$ cat src/rtl/keypad_scanner.sv
// keypad_scanner: 4x4 matrix keypad column scanner with press/release
// debouncing. Emits one key_valid pulse per digit press and one enter
// pulse per '#' press; '*' and A-D are debounced but produce no pulse.
module keypad_scanner #(
  parameter int SCAN_DIV     = 1000,
  parameter int DEBOUNCE_CNT = 4
) (
  input  logic       clk,
  input  logic       reset,
  input  logic [3:0] row_in,
  output logic [3:0] col_out,
  output logic [3:0] key_in,
  output logic       key_valid,
  output logic       enter
);

  localparam int SCAN_W = (SCAN_DIV > 1) ? $clog2(SCAN_DIV) : 1;
  localparam int DEB_W  = $clog2(DEBOUNCE_CNT + 1);
  localparam logic [SCAN_W-1:0] SCAN_LAST  = SCAN_W'(SCAN_DIV - 1);
  localparam logic [DEB_W-1:0]  DEB_TARGET = DEB_W'(DEBOUNCE_CNT);
  localparam logic [DEB_W-1:0]  DEB_ONE    = DEB_W'(1);

  typedef enum logic [1:0] {
    SCAN     = 2'd0,
    DEBOUNCE = 2'd1,
    EMIT     = 2'd2,
    HOLD     = 2'd3
  } stateT;

  stateT             r_state;
  stateT             w_nextState;
  logic [3:0]        r_rowMeta;
  logic [3:0]        r_rowSync;
  logic [SCAN_W-1:0] r_scanCnt;
  logic [1:0]        r_colIdx;
  logic [1:0]        w_nextColIdx;
  logic [3:0]        r_colOut;
  logic [1:0]        r_keyRow;
  logic [1:0]        w_nextKeyRow;
  logic [1:0]        r_keyCol;
  logic [1:0]        w_nextKeyCol;
  logic [DEB_W-1:0]  r_matchCnt;
  logic [DEB_W-1:0]  w_nextMatchCnt;
  logic [DEB_W-1:0]  r_relCnt;
  logic [DEB_W-1:0]  w_nextRelCnt;
  logic [3:0]        r_keyIn;
  logic [3:0]        w_nextKeyIn;
  logic              r_keyValid;
  logic              w_nextKeyValid;
  logic              r_enter;
  logic              w_nextEnter;

  logic              w_sample;
  logic [3:0]        w_rowLow;
  logic              w_oneLow;
  logic [1:0]        w_lowIdx;
  logic [5:0]        w_decoded;

  // Maps (row, col) to {isDigit, isEnter, code}; code is the digit value.
  function automatic logic [5:0] decodeKey(input logic [1:0] row, input logic [1:0] col);
    logic [5:0] res;
    res = 6'b00_0000;
    case ({row, col})
      4'b00_00: res = {2'b10, 4'd1};
      4'b00_01: res = {2'b10, 4'd2};
      4'b00_10: res = {2'b10, 4'd3};
      4'b01_00: res = {2'b10, 4'd4};
      4'b01_01: res = {2'b10, 4'd5};
      4'b01_10: res = {2'b10, 4'd6};
      4'b10_00: res = {2'b10, 4'd7};
      4'b10_01: res = {2'b10, 4'd8};
      4'b10_10: res = {2'b10, 4'd9};
      4'b11_01: res = {2'b10, 4'd0};
      4'b11_10: res = {2'b01, 4'd0};
      default:  res = 6'b00_0000;
    endcase
    return res;
  endfunction

  assign w_sample  = (r_scanCnt == SCAN_LAST);
  assign w_rowLow  = ~r_rowSync;
  assign w_decoded = decodeKey(w_nextKeyRow, w_nextKeyCol);

  // Classify the synchronized row pattern: exactly one row low, and which.
  always_comb begin
    w_oneLow = 1'b0;
    w_lowIdx = 2'd0;
    case (w_rowLow)
      4'b0001: begin w_oneLow = 1'b1; w_lowIdx = 2'd0; end
      4'b0010: begin w_oneLow = 1'b1; w_lowIdx = 2'd1; end
      4'b0100: begin w_oneLow = 1'b1; w_lowIdx = 2'd2; end
      4'b1000: begin w_oneLow = 1'b1; w_lowIdx = 2'd3; end
      default: begin w_oneLow = 1'b0; w_lowIdx = 2'd0; end
    endcase
  end

  // Two-flop synchronizer; idle rows read high so reset value is all ones.
  always_ff @(posedge clk) begin
    if (!reset) begin
      r_rowMeta <= 4'b1111;
      r_rowSync <= 4'b1111;
    end else begin
      r_rowMeta <= row_in;
      r_rowSync <= r_rowMeta;
    end
  end

  // Free-running column period counter; its last count is the sample point.
  always_ff @(posedge clk) begin
    if (!reset) begin
      r_scanCnt <= '0;
    end else if (r_scanCnt == SCAN_LAST) begin
      r_scanCnt <= '0;
    end else begin
      r_scanCnt <= r_scanCnt + SCAN_W'(1);
    end
  end

  // Next-state and pulse decision; a pulse is registered on entry to EMIT
  // so that key_valid/enter are high exactly while the state is EMIT.
  always_comb begin
    w_nextState    = r_state;
    w_nextColIdx   = r_colIdx;
    w_nextKeyRow   = r_keyRow;
    w_nextKeyCol   = r_keyCol;
    w_nextMatchCnt = r_matchCnt;
    w_nextRelCnt   = r_relCnt;
    w_nextKeyIn    = r_keyIn;
    w_nextKeyValid = 1'b0;
    w_nextEnter    = 1'b0;

    case (r_state)
      SCAN: begin
        if (w_sample) begin
          if (w_oneLow) begin
            w_nextKeyRow   = w_lowIdx;
            w_nextKeyCol   = r_colIdx;
            w_nextMatchCnt = DEB_ONE;
            if (DEB_TARGET == DEB_ONE) begin
              w_nextState = EMIT;
            end else begin
              w_nextState = DEBOUNCE;
            end
          end else begin
            w_nextColIdx = r_colIdx + 2'd1;
          end
        end
      end
      DEBOUNCE: begin
        if (w_sample) begin
          if (w_oneLow && (w_lowIdx == r_keyRow)) begin
            w_nextMatchCnt = r_matchCnt + DEB_ONE;
            if ((r_matchCnt + DEB_ONE) == DEB_TARGET) begin
              w_nextState = EMIT;
            end
          end else begin
            w_nextState    = SCAN;
            w_nextColIdx   = r_colIdx + 2'd1;
            w_nextMatchCnt = '0;
          end
        end
      end
      EMIT: begin
        w_nextState    = HOLD;
        w_nextMatchCnt = '0;
        w_nextRelCnt   = '0;
      end
      HOLD: begin
        if (w_sample) begin
          if (r_rowSync == 4'b1111) begin
            if ((r_relCnt + DEB_ONE) == DEB_TARGET) begin
              w_nextState  = SCAN;
              w_nextRelCnt = '0;
            end else begin
              w_nextRelCnt = r_relCnt + DEB_ONE;
            end
          end else begin
            w_nextRelCnt = '0;
          end
        end
      end
      default: begin
        w_nextState = SCAN;
      end
    endcase

    if (w_nextState == EMIT) begin
      if (w_decoded[5]) begin
        w_nextKeyValid = 1'b1;
        w_nextKeyIn    = w_decoded[3:0];
      end else if (w_decoded[4]) begin
        w_nextEnter = 1'b1;
      end
    end
  end

  // State, column drive, latched key and registered outputs.
  always_ff @(posedge clk) begin
    if (!reset) begin
      r_state    <= SCAN;
      r_colIdx   <= 2'd0;
      r_colOut   <= 4'b1110;
      r_keyRow   <= 2'd0;
      r_keyCol   <= 2'd0;
      r_matchCnt <= '0;
      r_relCnt   <= '0;
      r_keyIn    <= 4'd0;
      r_keyValid <= 1'b0;
      r_enter    <= 1'b0;
    end else begin
      r_state    <= w_nextState;
      r_colIdx   <= w_nextColIdx;
      r_colOut   <= ~(4'b0001 << w_nextColIdx);
      r_keyRow   <= w_nextKeyRow;
      r_keyCol   <= w_nextKeyCol;
      r_matchCnt <= w_nextMatchCnt;
      r_relCnt   <= w_nextRelCnt;
      r_keyIn    <= w_nextKeyIn;
      r_keyValid <= w_nextKeyValid;
      r_enter    <= w_nextEnter;
    end
  end

  assign col_out   = r_colOut;
  assign key_in    = r_keyIn;
  assign key_valid = r_keyValid;
  assign enter     = r_enter;

endmodule

$ cat config.mk
export PLATFORM = sky130hd
export DESIGN_NAME = keypad_scanner
export DESIGN_NICKNAME = d
export VERILOG_FILES = /design/src/rtl/keypad_scanner.sv
export SDC_FILE = /design/constraint.sdc
export NUM_CORES = 1
export LEC_CHECK = 0
export CAP_MARGIN = 40
export CORE_ASPECT_RATIO = 1.25
export CORE_MARGIN = 4
export CORE_UTILIZATION = 45
export DETAILED_ROUTE_END_ITERATION = 8
export GPL_TIMING_DRIVEN = 0
export MAX_ROUTING_LAYER = met4
export PLACE_DENSITY = 0.75
export RECOVER_POWER = 50
export SLEW_MARGIN = 20
export SYNTH_ARGS = -nofsm -noshare
export SYNTH_HDL_FRONTEND = slang
export SYNTH_SLANG_ARGS = --single-unit
$ cat constraint.sdc
create_clock -name clk -period 3.5 [get_ports clk]
set_input_delay 0.875 -clock clk [delete_from_list [all_inputs] [get_ports clk]]
set_output_delay 0.875 -clock clk [all_outputs]
set_load 0.005 [all_outputs]
==> metrics.csv, run 1 <==
stage,metric,value,unit
run_status,status,completed,
drt,Pre-antenna DRT Iters,4,
setup_path,crit-path cells,"ha_1, nand4_1, nor3b_2, nand3_1, clkbuf_1, mux2i_1, inv_1, ha_1, nand3_1, and4_4, mux2i_1",
timing,fin crit share,0.868,
placement,number of port buffers,15,
placement,GPL Wtd Cong,0.908,
floorplanning,initial core utilization,0.468,
floorplanning,Die Height,87.0,um
timing,highest clock rate,329,MHz
power_and_ir_drop,Power Dens Cells,328,nW/um2
timing,Fin Clk Skew,9.99,ps
drt,drt total wl,4660,um
drt,Via density,5.75,
global_route,antenna violations before repair,0,
power_and_ir_drop,sequential share of power,0.585,
setup_path,CP Launch Type,flip-flop,
setup_path,Max Fanout on Critical Path,10,
synth,number of synthesized register bits,42,
cts,CTS H-tree depth,2,
timing,count of final setup violators,0,
setup_path,worst stage delay on the critical path,420,ps
timing,RSZ-0062 raised after global routing,no,
synth,Post-synth top flop,dfxtp_1,
setup_path,Worst EP arrival,3260,ps
cts,CTS tree,done,
power_and_ir_drop,VDD IR-drop max,0.214,mV
job,max-cap violations,0,
floorplanning,# IOs,16,
synth,Syn Nets,273,
synth,syn_area_per_cell,8.87,um2
drt,Metal-1 WL,2080,um
synth,Cell variety after synth,59,
global_route,GRT overflow,0,
floorplanning,core area,4800,um2
layout,Final nets,295,
drt,met2 wire len,2280,um
layout,multi-input logic area,1320,um2
synth,Synth Warn #,0,
layout,Register Area,841,um2
layout,fillers,449,
power_and_ir_drop,clock power share,0.365,
setup_path,WP buf/inv,2,
layout,Ant. Diodes,0,
global_route,largest net degree at the start of global routing,12,
setup_path,crit end category,flip-flop,
drt,DR vias,1922,
synth,post-synth top area share,0.375,
drt,1st-iter DRT viols,83,
cts,clk slew on worst S/H paths,70,ps
power_and_ir_drop,Int Pwr,656,uW
power_and_ir_drop,Psw,182,uW
global_route,wire length of the first global-routing pass,7980,um
power_and_ir_drop,Switching Share,0.217,
synth,Yosys top cell by area,dfxtp_1,
floorplanning,row count,28,
setup_path,kind of critical path,reg2reg,
synth,number of synthesized flops with an enable pin,0,
hold_path,Hold Crit Class,reg2reg,
drt,top sig layer,met4,
cts,clock buffer depth,2,
setup_path,critical path's slowest cell,nor3b_2,
timing,Hold Slack,411,ps
timing,relative slew slack,0.629,
layout,post-layout util,0.533,
timing,Final min period,3040,ps
power_and_ir_drop,power after layout,838,uW
floorplanning,Die Span X,71.2,um
drt,drt drc,0,
floorplanning,die area,6190,um2
setup_path,Top Family by Delay on Critical Path,simple AND/OR/NAND/NOR gates,
setup_path,Required @ worst endpoint,3720,ps
global_route,vias in the first global route,1778,
drt,Avg WL per Cell,13.9,um
cts,Root Buffer,clkbuf_8,
layout,share of layout cells above drive strength 1,0.0949,
layout,area grow syn2layout,13.9,%
cts,Hold Buf Count CTS,0,
power_and_ir_drop,P_leak,0.00102,uW
timing,final hold viol count,0,
drt,post-route ant nets,0,
synth,Synth Instances,253,
synth,post-synthesis sequential area ratio,0.375,
cts,Sink Count,42,
timing,worst slew pin tran,557,ps
synth,cell area after technology mapping,2240,um2
cts,CTS buffer count,5,
placement,DPL Wire Length,3480,um
synth,largest cells by area after synthesis,"dfxtp_1 37%, ha_1 7.8%, nor2_1 4.8%",
drt,routed wl met3,169,um
timing,fin. max-slew vios,0,
power_and_ir_drop,combinational share of power,0.050,
cts,Skew-Pair Late Insertion Delay,290,ps
synth,ys async rst share,0,
timing,TNS Setup,0,ps
global_route,GRT Util Overall,0.164,
==> kinds of logic (layout without fill, tap and decap cells) <==
logic type,Yosys count,count (layout),share of synthesized area
simple gates,108,108,0.266
xor+xnor,11,11,0.0429
fa+ha+maj,14,14,0.0780
mux,4,4,0.0178
buf+inv,17,38,0.0385
flops,42,42,0.375
compound gates,57,57,0.182
==> cell usage after synthesis, types with 2 or more instances <==
cell type	count
a211oi_1	4
o21ai_0	11
clkbuf_1	3
o2111ai_1	3
nor3_1	9
nand2_1	16
o211a_1	4
mux2i_1	4
and3b_1	2
nand4b_1	2
or3_1	2
ha_1	14
nor2_1	29
and3_2	2
and2_1	2
a21oi_1	12
dfxtp_1	42
nand2b_1	9
nor3b_1	3
nand4_1	5
inv_1	7
buf_4	2
o211ai_1	3
or4_2	2
nand3_1	11
a21boi_0	2
nand3b_1	2
xnor2_1	5
buf_6	2
or4b_2	2
xor2_1	6
a41oi_1	4
==> flip-flops by register name, summed over array words and instances (netlist names), 3 cells and up <==
register	count
r_rowSync	4
col_out	4
key_in	4
r_matchCnt	3
r_scanCnt	10
r_rowMeta	4
r_relCnt	3
==> through the flow <==
step / worst slack, ps / cell area [um2] / std cells
floorplan: 787 / 2240 / 253
global placement: 286 / 2470 / 328
detailed placement: 196 / 2470 / 328
CTS: 141 / 2550 / 334
global route: 195 / 2560 / 334
finish: 463 / 2560 / 334
==> cell type report <==
cell class / count / share of cell area
Buffer: 8 / 0.0205
Clock buffer: 6 / 0.0323
Inverter: 9 / 0.0132
Multi-Input combinational cell: 194 / 0.517
Sequential cell: 42 / 0.329
Tap cell: 60 / 0.0294
Timing Repair Buffer: 15 / 0.0587
==> power by group through the flow <==
stage / sequential, uW / combinational [uW] / clock [uW]
after global routing: 491 / 47.7 / 334
final: 490 / 42.2 / 306
after detailed placement: 501 / 42.4 / 0
after floorplan: 500 / 28.6 / 0
after CTS: 490 / 42.6 / 313
after global placement: 501 / 41.5 / 0
==> what timing repair did <==
action,4_1_cts,5_1_grt
endpoints found under the setup margin,0,4
hold endpoints to repair,0,0
resized for setup,0,1
buffers inserted,0,0
==> layout by cell type (no fill, tap or decap), types with 3 or more instances in the layout <==
| master | netlist | routed |
|---|---|---|
| nand4_1 | 5 | 5 |
| xor2_1 | 6 | 6 |
| nand2_1 | 16 | 16 |
| a41oi_1 | 4 | 4 |
| o21ai_0 | 11 | 11 |
| nor2_1 | 29 | 29 |
| clkbuf_8 | 0 | 6 |
| nand2b_1 | 9 | 9 |
| o2111ai_1 | 3 | 3 |
| o211a_1 | 4 | 4 |
| clkbuf_1 | 3 | 3 |
| a211oi_1 | 4 | 4 |
| clkdlybuf4s50_1 | 0 | 6 |
| a21oi_1 | 12 | 12 |
| ha_1 | 14 | 14 |
| dfxtp_1 | 42 | 42 |
| o211ai_1 | 3 | 3 |
| xnor2_1 | 5 | 5 |
| mux2i_1 | 4 | 4 |
| inv_1 | 7 | 7 |
| dlygate4sd3_1 | 0 | 9 |
| nand3_1 | 11 | 11 |
| nor3_1 | 9 | 9 |
==> layer usage <==
layer | vias up | track usage
met3 | 12 | 0.0323
met5 | - | -
met2 | 40 | 0.277
li1 | 967 | -
met1 | 903 | 0.185
met4 | 0 | 0.0769
==> path summary, 6_finish.rpt <==
path                                   start      endpoint  slack (ps)  cells after the start
worst min-delay path            r_rowMeta[2]  r_rowSync[2]         410                      1
worst max-delay path            r_scanCnt[0]     key_in[3]         460                     11
worst max register to register  r_scanCnt[0]     key_in[3]         460                     11
worst min register to register  r_rowMeta[2]  r_rowSync[2]         410                      1
Power figures use the tool's default switching activity.
==> run 2, diff against run 1 <==
DONT_BUFFER_PORTS = 1   (was default)
PLACE_DENSITY = 0.71   (was 0.75)
==> run 2 against run 1 <==
Compared with the run above: critical path depth down 3; sequential cell count unchanged; via count down 3.1%; largest power group unchanged.
==> metrics.csv, run 2 (synthesis gave the netlist of run 1 again) <==
stage,metric,value,unit
drt,DR vias,1862,
setup_path,CP Launch Type,flip-flop,
drt,drt drc,0,
timing,fin crit share,0.859,
placement,DPL Wire Length,3340,um
layout,"commonest non-fill, non-tap cell in the layout",dfxtp_1,
placement,number of port buffers,0,
drt,Pre-antenna DRT Iters,4,
layout,Final nets,280,
placement,GPL Wtd Cong,0.898,
run_status,status,completed,
setup_path,worst reg2reg path depth,8,
cts,clk slew on worst S/H paths,70,ps
timing,highest clock rate,333,MHz
floorplanning,die area,6190,um2
layout,area grow syn2layout,8.08,%
global_route,vias in the first global route,1695,
hold_path,worst hold start,r_rowMeta[0],
setup_path,kind of critical path,reg2reg,
global_route,GRT overflow,0,
drt,post-route ant nets,0,
layout,share of layout cells above drive strength 1,0.103,
setup_path,Required @ worst endpoint,3720,ps
setup_path,crit end category,flip-flop,
drt,Via density,5.80,
floorplanning,# IOs,16,
layout,Ant. Diodes,0,
layout,most frequent cells in the layout,"42 x dfxtp_1, 29 x nor2_1, 16 x nand2_1, 14 x ha_1, 12 x a21oi_1",
setup_path,critical path launch point,r_state[1],
floorplanning,Die Span X,71.2,um
floorplanning,core area,4800,um2
floorplanning,Die Height,87.0,um
placement,placed insts,313,
timing,Fin Clk Skew,3.82,ps
cts,Hold Buf Count CTS,0,
layout,largest register by flop count,r_scanCnt,
timing,Hold Slack,411,ps
hold_path,Hold Crit Class,reg2reg,
setup_path,Reg-to-Reg Start,r_state[1],
layout,Layout Cells excl Fill,321,
timing,RSZ-0062 raised after global routing,no,
setup_path,Max Fanout on Critical Path,8,
cts,Skew-Pair Late Insertion Delay,290,ps
cts,Root Buffer,clkbuf_8,
global_route,largest net degree at the start of global routing,14,
layout,max FFs per register,10,
power_and_ir_drop,Power Dens Cells,368,nW/um2
cts,CTS buffer count,5,
layout,post-layout util,0.505,
global_route,GRT Util Overall,0.160,
layout,fillers,457,
timing,Final min period,3010,ps
drt,1st-iter DRT viols,81,
cts,clock buffer depth,2,
setup_path,Worst EP arrival,3230,ps
cts,CTS tree,done,
global_route,wire length of the first global-routing pass,7760,um
timing,final hold viol count,0,
drt,drt total wl,4540,um
timing,fin. max-slew vios,0,
power_and_ir_drop,VDD IR-drop max,0.253,mV
cts,Sink Count,42,
floorplanning,row count,28,
timing,worst slew pin tran,595,ps
cts,CTS H-tree depth,2,
global_route,antenna violations before repair,0,
timing,relative slew slack,0.603,
drt,Avg WL per Cell,14.1,um
power_and_ir_drop,P_leak,0.000966,uW
job,max-cap violations,0,
hold_path,Hold Path Depth,1,
timing,count of final setup violators,0,
timing,TNS Setup,0,ps
floorplanning,initial core utilization,0.468,
run 2: changes by cell type in the layout (fill, tap and decap cells not counted):
cell | previous run | this run
buf_6 | 2 | 1
bufinv_16 | 0 | 1
clkbuf_1 | 3 | 4
clkbuf_8 | 6 | 5
clkdlybuf4s50_1 | 6 | 0
clkinv_2 | 0 | 2
dlygate4sd3_1 | 9 | 0
run 2: final timing paths:
kind | endpoint | slack, ps
worst max-delay path | key_in[3] | 490
worst min register to register | r_rowSync[0] | 410
worst max register to register | key_in[3] | 490
worst min-delay path | r_rowSync[0] | 410
run 2: report_power, final:
part | switching (uW) | leakage, uW | total (uW) | internal [uW]
clock network | 157 | 0.0000579 | 366 | 210
logic | 21.9 | 0.000568 | 36.0 | 14.2
registers | 5.11 | 0.000341 | 490 | 485
run 2: cell type report:
type | instances | area (um2) | share of cell area
multi-input combinational | 194 | 1320 | 0.545
buffer | 8 | 45.0 | 0.0186
clock buffer | 5 | 68.8 | 0.0284
clock inverter | 3 | 40.0 | 0.0165
inverter | 9 | 33.8 | 0.0139
tap | 60 | 75.1 | 0.0309
sequential | 42 | 841 | 0.347
run 2: metrics by stage:
stage	cell area [um2]	total power [uW]	setup slack, ps
floorplan	2240	528	787
global placement	2320	536	277
detailed placement	2320	537	222
CTS	2430	901	198
global route	2430	929	84.1
finish	2430	892	494
run 2: worst max-delay path, cell delays in order (launching register included):
cell and delay (ps):
dfxtp_1 370, inv_1 120, ha_1 320, inv_2 120
or4b_2 750, o21ai_1 450, a221o_1 340, and4_4 280
mux2i_1 170
run 2: metal layers:
layer	up-vias	track usage	wire length (um)
met3	11	0.0266	164
li1	946	-	-
met4	0	0.0786	139
met5	-	-	0
met1	860	0.197	2060
met2	45	0.253	2180
run 2: repair_timing:
action	in CTS	in global routing
resized for setup	0	1
setup endpoints to repair	0	4
setup buffers	0	0
==> run 3, diff against run 2 <==
ABC_AREA = 1   (was default)
GPL_TIMING_DRIVEN = default   (was 0)
==> run 3 against run 2 <==
Compared with the run above: clock skew up 1.5 ps; power up 26%; highest routed layer unchanged; synthesized cell count up 21%.
==> metrics.csv, run 3 <==
stage,metric,value,unit
setup_path,Required @ worst endpoint,3690,ps
floorplanning,initial core utilization,0.471,
timing,relative slew slack,0.646,
floorplanning,Die Span X,71.4,um
power_and_ir_drop,P_leak,0.00109,uW
synth,top-count cell post-synth,nand2_1,
global_route,vias in the first global route,1714,
hold_path,Hold Crit Class,reg2reg,
placement,number of port buffers,0,
global_route,largest net degree at the start of global routing,19,
synth,cell area after technology mapping,2260,um2
cts,CTS buffer count,5,
cts,Root Buffer,clkbuf_8,
layout,"commonest non-fill, non-tap cell in the layout",nand2_1,
drt,DR vias,1878,
synth,Yosys top cell by area,dfxtp_1,
synth,number of synthesized flops with an enable pin,0,
job,max-cap violations,0,
timing,count of final setup violators,0,
cts,CTS H-tree depth,2,
power_and_ir_drop,clock power share,0.319,
floorplanning,row count,28,
run_status,status,completed,
setup_path,worst stage delay on the critical path,360,ps
synth,Synth Instances,307,
synth,Syn Nets,327,
setup_path,critical path launch point,r_scanCnt[0],
timing,Final min period,2380,ps
placement,post-placement cell area,2310,um2
layout,max FFs per register,10,
synth,Cell variety after synth,32,
setup_path,Max Fanout on Critical Path,12,
placement,GPL Wtd Cong,0.849,
power_and_ir_drop,Power Dens Cells,467,nW/um2
power_and_ir_drop,VDD IR-drop max,0.276,mV
timing,fin. max-slew vios,0,
synth,post-synthesis sequential area ratio,0.372,
cts,CTS tree,done,
drt,post-route ant nets,0,
global_route,GRT overflow,0,
synth,post-synth top area share,0.372,
hold_path,worst hold start,r_rowMeta[0],
drt,1st-iter DRT viols,75,
power_and_ir_drop,combinational share of power,0.190,
floorplanning,Die Height,87.2,um
timing,worst slew pin tran,530,ps
cts,clk slew on worst S/H paths,80,ps
cts,clock buffer depth,2,
power_and_ir_drop,power after layout,1120,uW
drt,Pre-antenna DRT Iters,4,
cts,Post-CTS Repair Setup Buffers,0,
setup_path,kind of critical path,reg2reg,
drt,drt total wl,4220,um
timing,fin crit share,0.681,
layout,post-layout util,0.502,
synth,largest cells by area after synthesis,"dfxtp_1 37%, nand2_1 12%, ha_1 7.8%",
drt,Avg WL per Cell,11.4,um
power_and_ir_drop,sequential share of power,0.491,
setup_path,Worst EP arrival,2580,ps
drt,Via density,5.08,
setup_path,CP Launch Type,flip-flop,
timing,highest clock rate,419,MHz
cts,post-CTS sizing,0,
layout,design area,2410,um2
global_route,wire length of the first global-routing pass,7410,um
synth,Synth Warn #,0,
synth,Post-synth top flop,dfxtp_1,
layout,largest register by flop count,r_scanCnt,
setup_path,critical path's slowest cell,dfxtp_1,
floorplanning,# IOs,16,
floorplanning,die area,6230,um2
timing,Fin Clk Skew,5.31,ps
timing,Hold Slack,413,ps
setup_path,Top Family by Delay on Critical Path,simple AND/OR/NAND/NOR gates,
layout,share of layout cells above drive strength 1,0.142,
timing,final hold viol count,0,
setup_path,CP most frequent cell,nand2_1,
layout,area grow syn2layout,6.64,%
cts,Hold Buf Count CTS,0,
power_and_ir_drop,Switching Share,0.297,
global_route,antenna violations before repair,0,
floorplanning,core area,4800,um2
synth,syn_area_per_cell,7.36,um2
setup_path,WP buf/inv,0,
synth,ys async rst share,0,
global_route,GRT Util Overall,0.154,
synth,most frequent cells after synthesis,"70 x nand2_1, 42 x dfxtp_1, 35 x inv_1, 31 x nor2_1, 19 x nand3_1",
cts,Sink Count,42,
timing,RSZ-0062 raised after global routing,no,
layout,Final nets,329,
synth,number of synthesized register bits,42,
power_and_ir_drop,Psw,334,uW
placement,DPL Wire Length,3210,um
setup_path,crit-path cells,"ha_1, nand2_1, nor2_1, nand2_2, nor2_4, nand3_4, nand2_1, nand2_1, ha_1, nand2_1, nand2_1, a21oi_1, nand3_1, nand2_1, nor2_1",
cts,Skew-Pair Late Insertion Delay,290,ps
timing,TNS Setup,0,ps
setup_path,Reg-to-Reg Start,r_scanCnt[0],
drt,drt drc,0,
layout,Ant. Diodes,0,
setup_path,crit end category,flip-flop,
layout,most frequent cells in the layout,"70 x nand2_1, 42 x dfxtp_1, 35 x inv_1, 32 x nor2_1, 20 x nand3_1",
power_and_ir_drop,Int Pwr,791,uW
run 3: cell types whose count changed after synthesis, moves of 5 or more:
cell | before | now
nand2_2 | 0 | 8
a21oi_1 | 12 | 18
nand2b_1 | 9 | 0
inv_1 | 7 | 35
nor3_1 | 9 | 2
nand3_1 | 11 | 19
inv_2 | 1 | 6
nand2_1 | 16 | 70
or2_2 | 1 | 9
run 3: routing by layer:
metal | wire length, um | up-vias | track usage
met3 | 181 | 11 | 0.0346
met1 | 1920 | 841 | 0.179
li1 | - | 984 | -
met4 | 94 | 0 | 0.0684
met2 | 2020 | 42 | 0.252
met5 | 0 | - | -
run 3: layout make-up:
cell class / count / area, um2
fillers: 458 / 2390
multi-input cells: 218 / 1230
flip-flops and latches: 42 / 841
inverters: 42 / 158
clock buffers: 8 / 110
well taps: 60 / 75.1
run 3: power by group through the flow:
stage          Clock (uW)  Sequential [uW]  Combinational [uW]
5_1_grt               392              559                 249
3_3_place_gp            0              564                 205
6_report              358              552                 214
4_1_cts               373              553                 215
2_1_floorplan           0              556                 176
3_5_place_dp            0              564                 214
run 3: worst register-to-register path, stage by stage (launching register included):
cell,delay (ps)
dfxtp_1,360
ha_1,210
nand2_1,70
nor2_1,150
nand2_2,90
nor2_4,260
nand3_4,170
nand2_1,90
nand2_1,110
ha_1,340
nand2_1,70
nand2_1,50
a21oi_1,120
nand3_1,80
nand2_1,70
nor2_1,40
run 3: cell families (layout without fill, tap and decap cells):
family                   after synthesis  after routing  synth area share
AND/OR/NAND/NOR                      164            164             0.360
XOR/XNOR                               6              6            0.0233
buffers and inverters                 47             50            0.0819
AO/OA/AOI/OAI                         34             34            0.0853
flip-flops                            42             42             0.372
adder cells (fa/ha/maj)               14             14            0.0775
run 3: metrics by stage:
step / worst slack, ps / instances
floorplan: 1550 / 307
global placement: 1280 / 362
detailed placement: 1180 / 362
CTS: 1120 / 370
global route: 898 / 370
finish: 1120 / 370
run 3: worst paths after layout:
path                                     end  slack [ps]  cells past startpoint
worst max-delay path               key_in[1]        1120                     15
worst min-delay path            r_rowSync[0]         410                      1
worst max register to register     key_in[1]        1120                     15
worst min register to register  r_rowSync[0]         410                      1
